$ cat src/rtl/fetch_unit.sv
// fetch_unit: instruction-fetch stage of the five-stage MIPS pipeline.
// Owns the fetch PC, issues in-order word requests to instruction memory,
// buffers returned words in a small prefetch queue and loads the IF/ID
// register. Decode-stage redirects (branch/jump/jr) discard wrong-path
// words: outstanding requests are moved to a drop counter and their
// responses are thrown away as they return.
//
// Ports:
//   clk, rst_n           clock, asynchronous active-low reset
//   NPCOp, br_taken      decode-stage next-PC selection and branch outcome
//   jr_target            bypassed rs value for JR
//   PCWr                 redirect enable (0 = decode stalled)
//   pipeRegWr_F          IF/ID load enable
//   im_req/im_addr       fetch request and word address
//   im_gnt               request accepted this cycle
//   im_rvalid/im_rdata   in-order response
//   Instr_D/PC_D/valid_D IF/ID register contents
//   q_empty              prefetch queue empty
module fetch_unit #(
    parameter logic [31:0] RESET_PC = 32'h0000_3000,
    parameter int          QDEPTH   = 2
) (
    input  logic        clk,
    input  logic        rst_n,
    input  logic [1:0]  NPCOp,
    input  logic        br_taken,
    input  logic [31:0] jr_target,
    input  logic        PCWr,
    input  logic        pipeRegWr_F,
    output logic        im_req,
    output logic [31:0] im_addr,
    input  logic        im_gnt,
    input  logic        im_rvalid,
    input  logic [31:0] im_rdata,
    output logic [31:0] Instr_D,
    output logic [31:0] PC_D,
    output logic        valid_D,
    output logic        q_empty
);
    localparam int            CW       = $clog2(QDEPTH + 1);
    localparam int            PW       = (QDEPTH > 1) ? $clog2(QDEPTH) : 1;
    localparam logic [CW:0]   DEPTH_C  = (CW + 1)'(QDEPTH);
    localparam logic [PW-1:0] LAST_PTR = PW'(QDEPTH - 1);
    localparam logic [CW-1:0] CNT_ZERO = {CW{1'b0}};

    logic [31:0]   r_pc;
    logic [31:0]   r_rsp_pc;
    logic [CW-1:0] r_live_cnt;
    logic [CW-1:0] r_drop_cnt;
    logic [CW-1:0] r_q_cnt;
    logic [PW-1:0] r_q_head;
    logic [PW-1:0] r_q_tail;
    logic [31:0]   r_q_instr [QDEPTH];
    logic [31:0]   r_q_pc    [QDEPTH];
    logic [31:0]   r_instr_d;
    logic [31:0]   r_pc_d;
    logic          r_valid_d;

    logic          w_redirect;
    logic [31:0]   w_target;
    logic [31:0]   w_br_off;
    logic [CW:0]   w_inflight;
    logic [CW:0]   w_credit;
    logic          w_fire;
    logic          w_rsp_any;
    logic          w_rsp_drop;
    logic          w_rsp_live;
    logic          w_load;
    logic          w_pop;
    logic          w_bypass;
    logic          w_push;

    // Circular queue pointer advance; depth need not be a power of two.
    function automatic logic [PW-1:0] ptr_inc(input logic [PW-1:0] p);
        logic [PW-1:0] n;
        if (p == LAST_PTR) begin
            n = {PW{1'b0}};
        end else begin
            n = p + PW'(1);
        end
        return n;
    endfunction

    assign w_redirect = PCWr && r_valid_d &&
                        ((NPCOp == 2'd2) || (NPCOp == 2'd3) || ((NPCOp == 2'd1) && br_taken));

    // Redirect target from the instruction currently held in IF/ID.
    always_comb begin
        w_br_off = {{14{r_instr_d[15]}}, r_instr_d[15:0], 2'b00};
        case (NPCOp)
            2'd1:    w_target = r_pc_d + 32'd4 + w_br_off;
            2'd2:    w_target = {r_pc_d[31:28], r_instr_d[25:0], 2'b00};
            2'd3:    w_target = jr_target;
            default: w_target = r_pc_d + 32'd4;
        endcase
    end

    // Two credits: total outstanding bounded by QDEPTH, and every live
    // request must have a queue slot waiting for it so pushes never overflow.
    assign w_inflight = {1'b0, r_live_cnt} + {1'b0, r_drop_cnt};
    assign w_credit   = {1'b0, r_live_cnt} + {1'b0, r_q_cnt};
    assign im_req     = !w_redirect && (w_inflight < DEPTH_C) && (w_credit < DEPTH_C);
    assign im_addr    = r_pc;
    assign w_fire     = im_req && im_gnt;

    // A response with nothing outstanding is spurious and ignored.
    assign w_rsp_any  = im_rvalid && (w_inflight != {(CW + 1){1'b0}});
    assign w_rsp_drop = w_rsp_any && (r_drop_cnt != CNT_ZERO);
    assign w_rsp_live = w_rsp_any && (r_drop_cnt == CNT_ZERO) && !w_redirect;

    assign w_load   = pipeRegWr_F && !w_redirect;
    assign w_pop    = w_load && (r_q_cnt != CNT_ZERO);
    assign w_bypass = w_load && (r_q_cnt == CNT_ZERO) && w_rsp_live;
    assign w_push   = w_rsp_live && !w_bypass;

    // Fetch PC, response PC and live/drop outstanding counters.
    always_ff @(posedge clk or negedge rst_n) begin
        if (!rst_n) begin
            r_pc       <= RESET_PC;
            r_rsp_pc   <= RESET_PC;
            r_live_cnt <= CNT_ZERO;
            r_drop_cnt <= CNT_ZERO;
        end else if (w_redirect) begin
            r_pc       <= w_target;
            r_rsp_pc   <= w_target;
            r_live_cnt <= CNT_ZERO;
            // Every live request becomes wrong-path; one retiring now is gone.
            r_drop_cnt <= r_drop_cnt + r_live_cnt - CW'(w_rsp_any);
        end else begin
            if (w_fire) begin
                r_pc <= r_pc + 32'd4;
            end
            if (w_rsp_live) begin
                r_rsp_pc <= r_rsp_pc + 32'd4;
            end
            r_live_cnt <= r_live_cnt + CW'(w_fire) - CW'(w_rsp_live);
            r_drop_cnt <= r_drop_cnt - CW'(w_rsp_drop);
        end
    end

    // Prefetch queue storage, pointers and occupancy.
    always_ff @(posedge clk or negedge rst_n) begin
        if (!rst_n) begin
            r_q_head <= {PW{1'b0}};
            r_q_tail <= {PW{1'b0}};
            r_q_cnt  <= CNT_ZERO;
            for (int i = 0; i < QDEPTH; i++) begin
                r_q_instr[i] <= 32'h0000_0000;
                r_q_pc[i]    <= 32'h0000_0000;
            end
        end else if (w_redirect) begin
            r_q_head <= {PW{1'b0}};
            r_q_tail <= {PW{1'b0}};
            r_q_cnt  <= CNT_ZERO;
        end else begin
            if (w_push) begin
                r_q_instr[r_q_tail] <= im_rdata;
                r_q_pc[r_q_tail]    <= r_rsp_pc;
                r_q_tail            <= ptr_inc(r_q_tail);
            end
            if (w_pop) begin
                r_q_head <= ptr_inc(r_q_head);
            end
            r_q_cnt <= r_q_cnt + CW'(w_push) - CW'(w_pop);
        end
    end

    // IF/ID register: queue head first, then direct bypass, else bubble.
    always_ff @(posedge clk or negedge rst_n) begin
        if (!rst_n) begin
            r_instr_d <= 32'h0000_0000;
            r_pc_d    <= RESET_PC;
            r_valid_d <= 1'b0;
        end else if (w_redirect) begin
            r_instr_d <= 32'h0000_0000;
            r_valid_d <= 1'b0;
        end else if (pipeRegWr_F) begin
            if (w_pop) begin
                r_instr_d <= r_q_instr[r_q_head];
                r_pc_d    <= r_q_pc[r_q_head];
                r_valid_d <= 1'b1;
            end else if (w_bypass) begin
                r_instr_d <= im_rdata;
                r_pc_d    <= r_rsp_pc;
                r_valid_d <= 1'b1;
            end else begin
                r_instr_d <= 32'h0000_0000;
                r_valid_d <= 1'b0;
            end
        end
    end

    assign Instr_D = r_instr_d;
    assign PC_D    = r_pc_d;
    assign valid_D = r_valid_d;
    assign q_empty = (r_q_cnt == CNT_ZERO);

endmodule

$ cat config.mk
export PLATFORM = sky130hd
export DESIGN_NAME = fetch_unit
export DESIGN_NICKNAME = d
export VERILOG_FILES = /design/src/rtl/fetch_unit.sv
export SDC_FILE = /design/constraint.sdc
export NUM_CORES = 1
export LEC_CHECK = 0
export BUFFER_PORTS_ARGS = -buffer_cell sky130_fd_sc_hd__buf_4
export CAP_MARGIN = 40
export CORE_UTILIZATION = 50
export CTS_BUF_LIST = sky130_fd_sc_hd__clkbuf_16
export CTS_CLUSTER_DIAMETER = 30
export DETAILED_ROUTE_END_ITERATION = 12
export GPL_TIMING_DRIVEN = 0
export PLACE_DENSITY_LB_ADDON = 0.08
export SYNTH_ARGS = -nofsm -noshare
export SYNTH_HDL_FRONTEND = slang
export SYNTH_SLANG_ARGS = --single-unit
export TNS_END_PERCENT = 5
$ cat constraint.sdc
create_clock -name clk -period 3.2 [get_ports clk]
set_input_delay 0.96 -clock clk [delete_from_list [all_inputs] [get_ports clk]]
set_output_delay 0.96 -clock clk [all_outputs]
set_load 0.005 [all_outputs]
; Word-level counts from Yosys, hierarchy flattened
; Cells that the tools add are included.
[word_totals]
wordCells = 107
regBits = 265
[classes]
bitwise = 3
n_addsub = 15
muxes = 34
n_lt_le_gt_ge = 5
n_eq_ne = 3
reduce_logical = 33
[op_table]
columns = operator, n
row1 = 32-bit two-way mux, 17
row2 = 64-bit bitwise mux, 2
row3 = "32-bit by 3-bit adder with 32-bit output, second input constant", 3
row4 = 32-bit one-hot mux with 3 select lines, 1
row5 = 32-bit adder, 1
row6 = 32-bit demux with 1-bit select, 1
row7 = 1-bit logical AND, 16
row8 = 2-bit nonzero test, 8
row9 = 1-bit two-way mux, 10
row10 = 2-bit by 1-bit subtractor with 2-bit output, 4
row11 = 2-bit by 2-bit adder with 3-bit output, 2
row12 = "3-bit by 2-bit < comparator with 1-bit output, second input constant", 2
row13 = 2-bit two-way mux, 3
row14 = 2-bit by 1-bit adder with 2-bit output, 2
row15 = "2-bit == test, second input constant", 2
row16 = "2-bit greater-or-equal comparator, second input constant", 2
row17 = 2-bit logical NOT, 2
row18 = 1-bit inverter with 2-bit output, 2
row19 = 3-bit AND reduction, 1
row20 = 3-bit nonzero test, 1
row21 = "1-bit adder, second input constant", 2
row22 = 2-bit adder, 1
row23 = "2-bit by 1-bit == test with 1-bit output, second input constant", 1
row24 = 1-bit logical NOT, 2
row25 = other kinds (4), 5

; Longest topological paths before layout
[depth]
depth_word = 13
depth_mapped = 15

; Worst setup path after synthesis
; OpenSTA, ideal clock, no wires.
[synth_path]
kind = reg-to-reg
start = register r_pc_d[12], in the netlist PC_D[12]
end = register r_pc[31], in the netlist im_addr[31]
t_required_ns = 3.075
n_path_buf = 0
setup_ns = 0.125
arrival_time_ns = 3.414
period_less_slack_ns = 3.539
path_stages_with_launch = 15
path_slack_ns = -0.339
cell_sequence = dfstp_2 -> and4_1 -> and3_1 -> and3_1 -> and2_0 -> nand3_1 -> xnor2_1 -> ha_1 -> nand4_1 -> or3_1 -> a311oi_1 -> nor2_1 -> a21oi_1 -> a41o_1 -> nor2_1
[synth_between]
elab_chain_cells = 4
[synth_lines]
columns = item, line
row1 = start: declaration, 56  ; logic [31:0] r_pc_d;
row2 = start signal: assignment, 180  ; r_pc_d <= r_q_pc[r_q_head];
row3 = start signal: assignment, 184  ; r_pc_d <= r_rsp_pc;
row4 = 32-bit by 3-bit adder with 32-bit output (*), "91, 94"
row5 = 32-bit adder, 91  ; 2'd1: w_target = r_pc_d + 32'd4 + w_br_off;
row6 = 32-bit one-hot mux with 3 select lines (*), 90  ; case (NPCOp)
row7 = 32-bit two-way mux (*), 123  ; end else if (w_redirect) begin
row8 = end signal: assignment, 124  ; r_pc <= w_target;
row9 = end signal: assignment, 131  ; r_pc <= r_pc + 32'd4;
row10 = end: declaration, 46  ; logic [31:0] r_pc;
; Every way passes the cells marked *; elsewhere a longest branch is shown, timed or not.
; A chain may end at the register's enable or synchronous reset.

; Worst setup path after layout
[layout_path]
start = register r_pc_d[13], in the netlist PC_D[13]
end = register r_rsp_pc[31]
[layout_between]
elab_chain_cells = 4
[layout_lines]
columns = item, line
row1 = 32-bit by 3-bit adder with 32-bit output (*), "91, 94"
row2 = 32-bit adder, 91
row3 = 32-bit one-hot mux with 3 select lines (*), 90
row4 = 32-bit two-way mux (*), 123
row5 = end signal: assignment, 125  ; r_rsp_pc <= w_target;
row6 = end signal: assignment, 134  ; r_rsp_pc <= r_rsp_pc + 32'd4;
row7 = end: declaration, 47  ; logic [31:0] r_rsp_pc;
; Marked as above.

==> run_results.csv <==
group,metric,value,unit
global_routing,grtUsageMet3,5.04,%
layout,drive_gt1_share,32.2,%
sta,fmax,274,MHz
yosys,synth.avg_cell_area,9.98,sq um
route,dr.pass1.iters,5,
power,peakVddDrop,0.574,mV
global_routing,use_met2,50.3,%
critical_path,cp-endpoint,"r_rsp_pc[31]$_DFFE_PN0P_",
critical_path,end_kind,"flip-flop",
yosys,yosysTopAreaCell,"dfrtp_1",
yosys,yosysMostFrequentCell,"dfrtp_1",
clock_network,clk_pin_slew,0.05,ns
floorplanning,row_count,63,
yosys,synth_top_family_by_area,"simple AND/OR/NAND/NOR gates",
sta,setup_ws,-0.450,ns
route,vias_per_cell,5.95,
route,wl_per_cell,22.5,um
sta,fin_crit,3.65,ns
critical_path,crit_arrival,4.09,ns
critical_path,cp.required,3.64,ns
yosys,ys_seq_elements,263,
route,num_vias,13186,
floorplanning,die_h,176,um
clock_network,cts_root_buf,"clkbuf_16",
global_routing,track_usage,32.4,%
yosys,synthSimpleGateAreaFrac,14.7,%
yosys,synth-seq-area-share,43.7,%
critical_path,crit_path_max_fanout,6,
yosys,synthAdderAreaFrac,4.55,%
critical_path,worstSetupPathType,"reg2reg",
yosys,synth.net_count,1635,
global_routing,grt_max_degree,105,
sta,finalSetupViolations,32,
place,dp_hpwl,36.3,mm
yosys,synth_top_cell_area_share,42.7,%
sta,maxSlewHeadroom,41.7,%
critical_path,r2r_end,"r_rsp_pc[31]$_DFFE_PN0P_",
global_routing,grt.overflow.total,0,
clock_network,cts_tree,"done",
critical_path,regToRegSetupSlack,-0.45,ns
floorplanning,die-area,30800,sq um
yosys,synth_compound_area_share,14.2,%
global_routing,grt_pass1_wl,76.1,mm
yosys,async_flop_share,100,%
global_routing,met1_usage,46.0,%
critical_path,start_kind,"flip-flop",
power,power,22100,uW
layout,diodes,0,
yosys,ys_warn_count,0,
power,p_leak,0.00892,uW
clock_network,cts_buffer_depth,3,
global_routing,antenna_found_initial,0,
yosys,synthMuxAreaShare,13.9,%
sta,setup-tns-final,-7.17,ns
sta,maxSlewViolCount,0,
yosys,synth_xor_area_share,5.81,%
place,port_buffers,170,
clock_network,cts_sinks,263,
yosys,synth_cell_type_count,78,
clock_network,insertion_delay,0.59,ns
clock_network,ctsHoldBuffers,0,
worst_hold_path,hold_class,"in2async",
sta,finalCritPeriodShare,114,%
clock_network,cts_buffers,60,
route,drt.antenna.violating_nets,0,
place,place.gp.congestion,0.982,
yosys,synthFlopType,"dfrtp_1",
outcome,violations,"negative setup slack",
floorplanning,ios,172,
floorplanning,die_w,176,um
yosys,synth_area_leaders,"dfrtp_1 43%, mux2_2 9.4%, mux2i_1 4.5%, ha_1 4.2%, nor2_1 4.0%",
layout,nets,1901,
sta,clock_skew,0.0387,ns
global_routing,grt_pass1_vias,12846,
yosys,syn_area,15100,sq um
route,drc,0,
clock_network,htree_levels,2,
layout,multiInputGateArea,8650,sq um
sta,rsz0062_at_grt,"true",
layout,fill_cells,2406,
floorplanning,core_region_area,29600,sq um
critical_path,crit_start,"PC_D[13]$_DFFE_PN1P_",
power,powerDensity,1110,nW/um^2
floorplanning,start_util,50.8,%
place,post-place-ws,-1.10,ns
yosys,synth_common_cells,"257 x dfrtp_1, 159 x nor2_1, 139 x nand2_1",
global_routing,grt.busiest_layer,"met2",
critical_path,r2r-start,"PC_D[13]$_DFFE_PN1P_",
layout,seqCellArea,6600,sq um
sta,finalHoldViolations,0,
route,drt_iter0_markers,1164,
yosys,synth-edff-count,0,
sta,worst_pin_slew,0.874,ns
critical_path,rr_worst_depth,14,
route,wl,49.8,mm
job,maxCapViolations,0,
outcome,status,"finished with violations",
yosys,synthCells,1509,
layout,syn_to_final_growth,32.1,%
power breakdown:
group | total (uW) | switching (uW) | leakage [uW] | internal (uW)
logic | 9190 | 4710 | 0.00467 | 4470
clock network | 6170 | 2040 | 0.00101 | 4130
registers | 6700 | 1790 | 0.00323 | 4910
critical path, cell delays in order (launching register included):
cell and delay [ns]:
dfstp_2 0.55, and4_4 0.23, and3_4 0.19, and3_4 0.22
and2_4 0.18, nand4_1 0.16, xnor2_2 0.23, ha_4 0.33
nand4_1 0.13, or3_4 0.43, a311oi_2 0.26, nor2_2 0.09
a21oi_2 0.22, a41o_1 0.23, nor2_1 0.05
cell usage in the layout, fill, tap and decap left out, types with 8 or more instances in the layout:
cell type / n
dfrtp_1: 250
buf_4: 205
nor2_1: 153
nand2_1: 133
mux2_2: 126
a21oi_1: 94
mux2i_1: 68
clkbuf_16: 60
o21ai_0: 54
xnor2_1: 51
clkbuf_1: 42
ha_1: 38
xor2_1: 37
nand3_1: 36
nand4_1: 32
a221o_1: 32
inv_1: 31
a21o_1: 19
buf_2: 17
and3_1: 15
nor3_1: 14
clkinv_2: 13
a21oi_2: 12
o211ai_1: 12
clkinv_1: 11
o21ai_1: 11
ha_4: 11
a31oi_1: 10
o22ai_1: 10
buf_1: 9
clkinvlp_4: 9
bufinv_16: 9
nand2b_1: 8
xnor2_2: 8
state kept, by name (all words and copies together) (netlist names):
signal	cells
im_addr	31
PC_D	32
r_q_head	1
valid_D	1
r_q_tail	1
Instr_D	32
r_q_cnt	2
r_live_cnt	2
r_q_instr	64
r_q_pc	64
r_drop_cnt	2
r_rsp_pc	31
metrics by stage:
stage               hold slack (ns)  instances  area, sq um  util (%)
floorplan                     0.450       1509        15100         -
detailed placement            0.475       2072        16900      57.2
finish                        0.304       2216        19900      67.1
CTS                           0.325       2215        19800      66.8
global placement              0.470       2069        16900      56.9
global route                  0.351       2216        19900      67.1
cells by family (layout without fill, tap and decap cells):
| logic type | count (synthesis) | after routing |
|---|---|---|
| flip-flops | 263 | 263 |
| adder cells (fa/ha/maj) | 53 | 53 |
| multiplexers | 194 | 194 |
| AO/OA/AOI/OAI | 321 | 321 |
| AND/OR/NAND/NOR | 470 | 470 |
| buffers and inverters | 108 | 425 |
| XOR/XNOR | 100 | 100 |
final cells by class:
| cell class | instances | share of cell area, % |
|---|---|---|
| plain buffers | 80 | 1.91 |
| inverters | 27 | 0.522 |
| clock buffers | 60 | 7.54 |
| well taps | 390 | 2.45 |
| repair buffers | 205 | 8.09 |
| multi-input cells | 1138 | 43.5 |
| flip-flops and latches | 263 | 33.2 |
| clock inverters | 53 | 2.86 |
metal layers:
| metal | wire length [um] | vias up |
|---|---|---|
| met4 | 1520 | 0 |
| met1 | 21700 | 6536 |
| met2 | 22700 | 554 |
| met5 | 0 | - |
| li1 | - | 5991 |
| met3 | 3840 | 105 |
worst min path at each step:
stage          cells past startpoint  slack (ns)                     end
6_report                           1        0.30  im_addr[8]$_DFFE_PN0P_
5_1_grt                            1        0.35  im_addr[8]$_DFFE_PN0P_
4_1_cts                            1        0.33  im_addr[8]$_DFFE_PN0P_
3_5_place_dp                       2        0.48  r_q_pc[30]$_DFFE_PN0P_
3_3_place_gp                       2        0.47  r_q_pc[30]$_DFFE_PN0P_
2_1_floorplan                      2        0.45  r_q_pc[23]$_DFFE_PN0P_
repair_timing:
action                                  CTS  global route
pin swaps                                49            25
gates resized for setup                 123            19
setup buffers                            30             2
endpoints found under the setup margin  151           138
gates cloned                              0             0
Power figures use the tool's default switching activity.
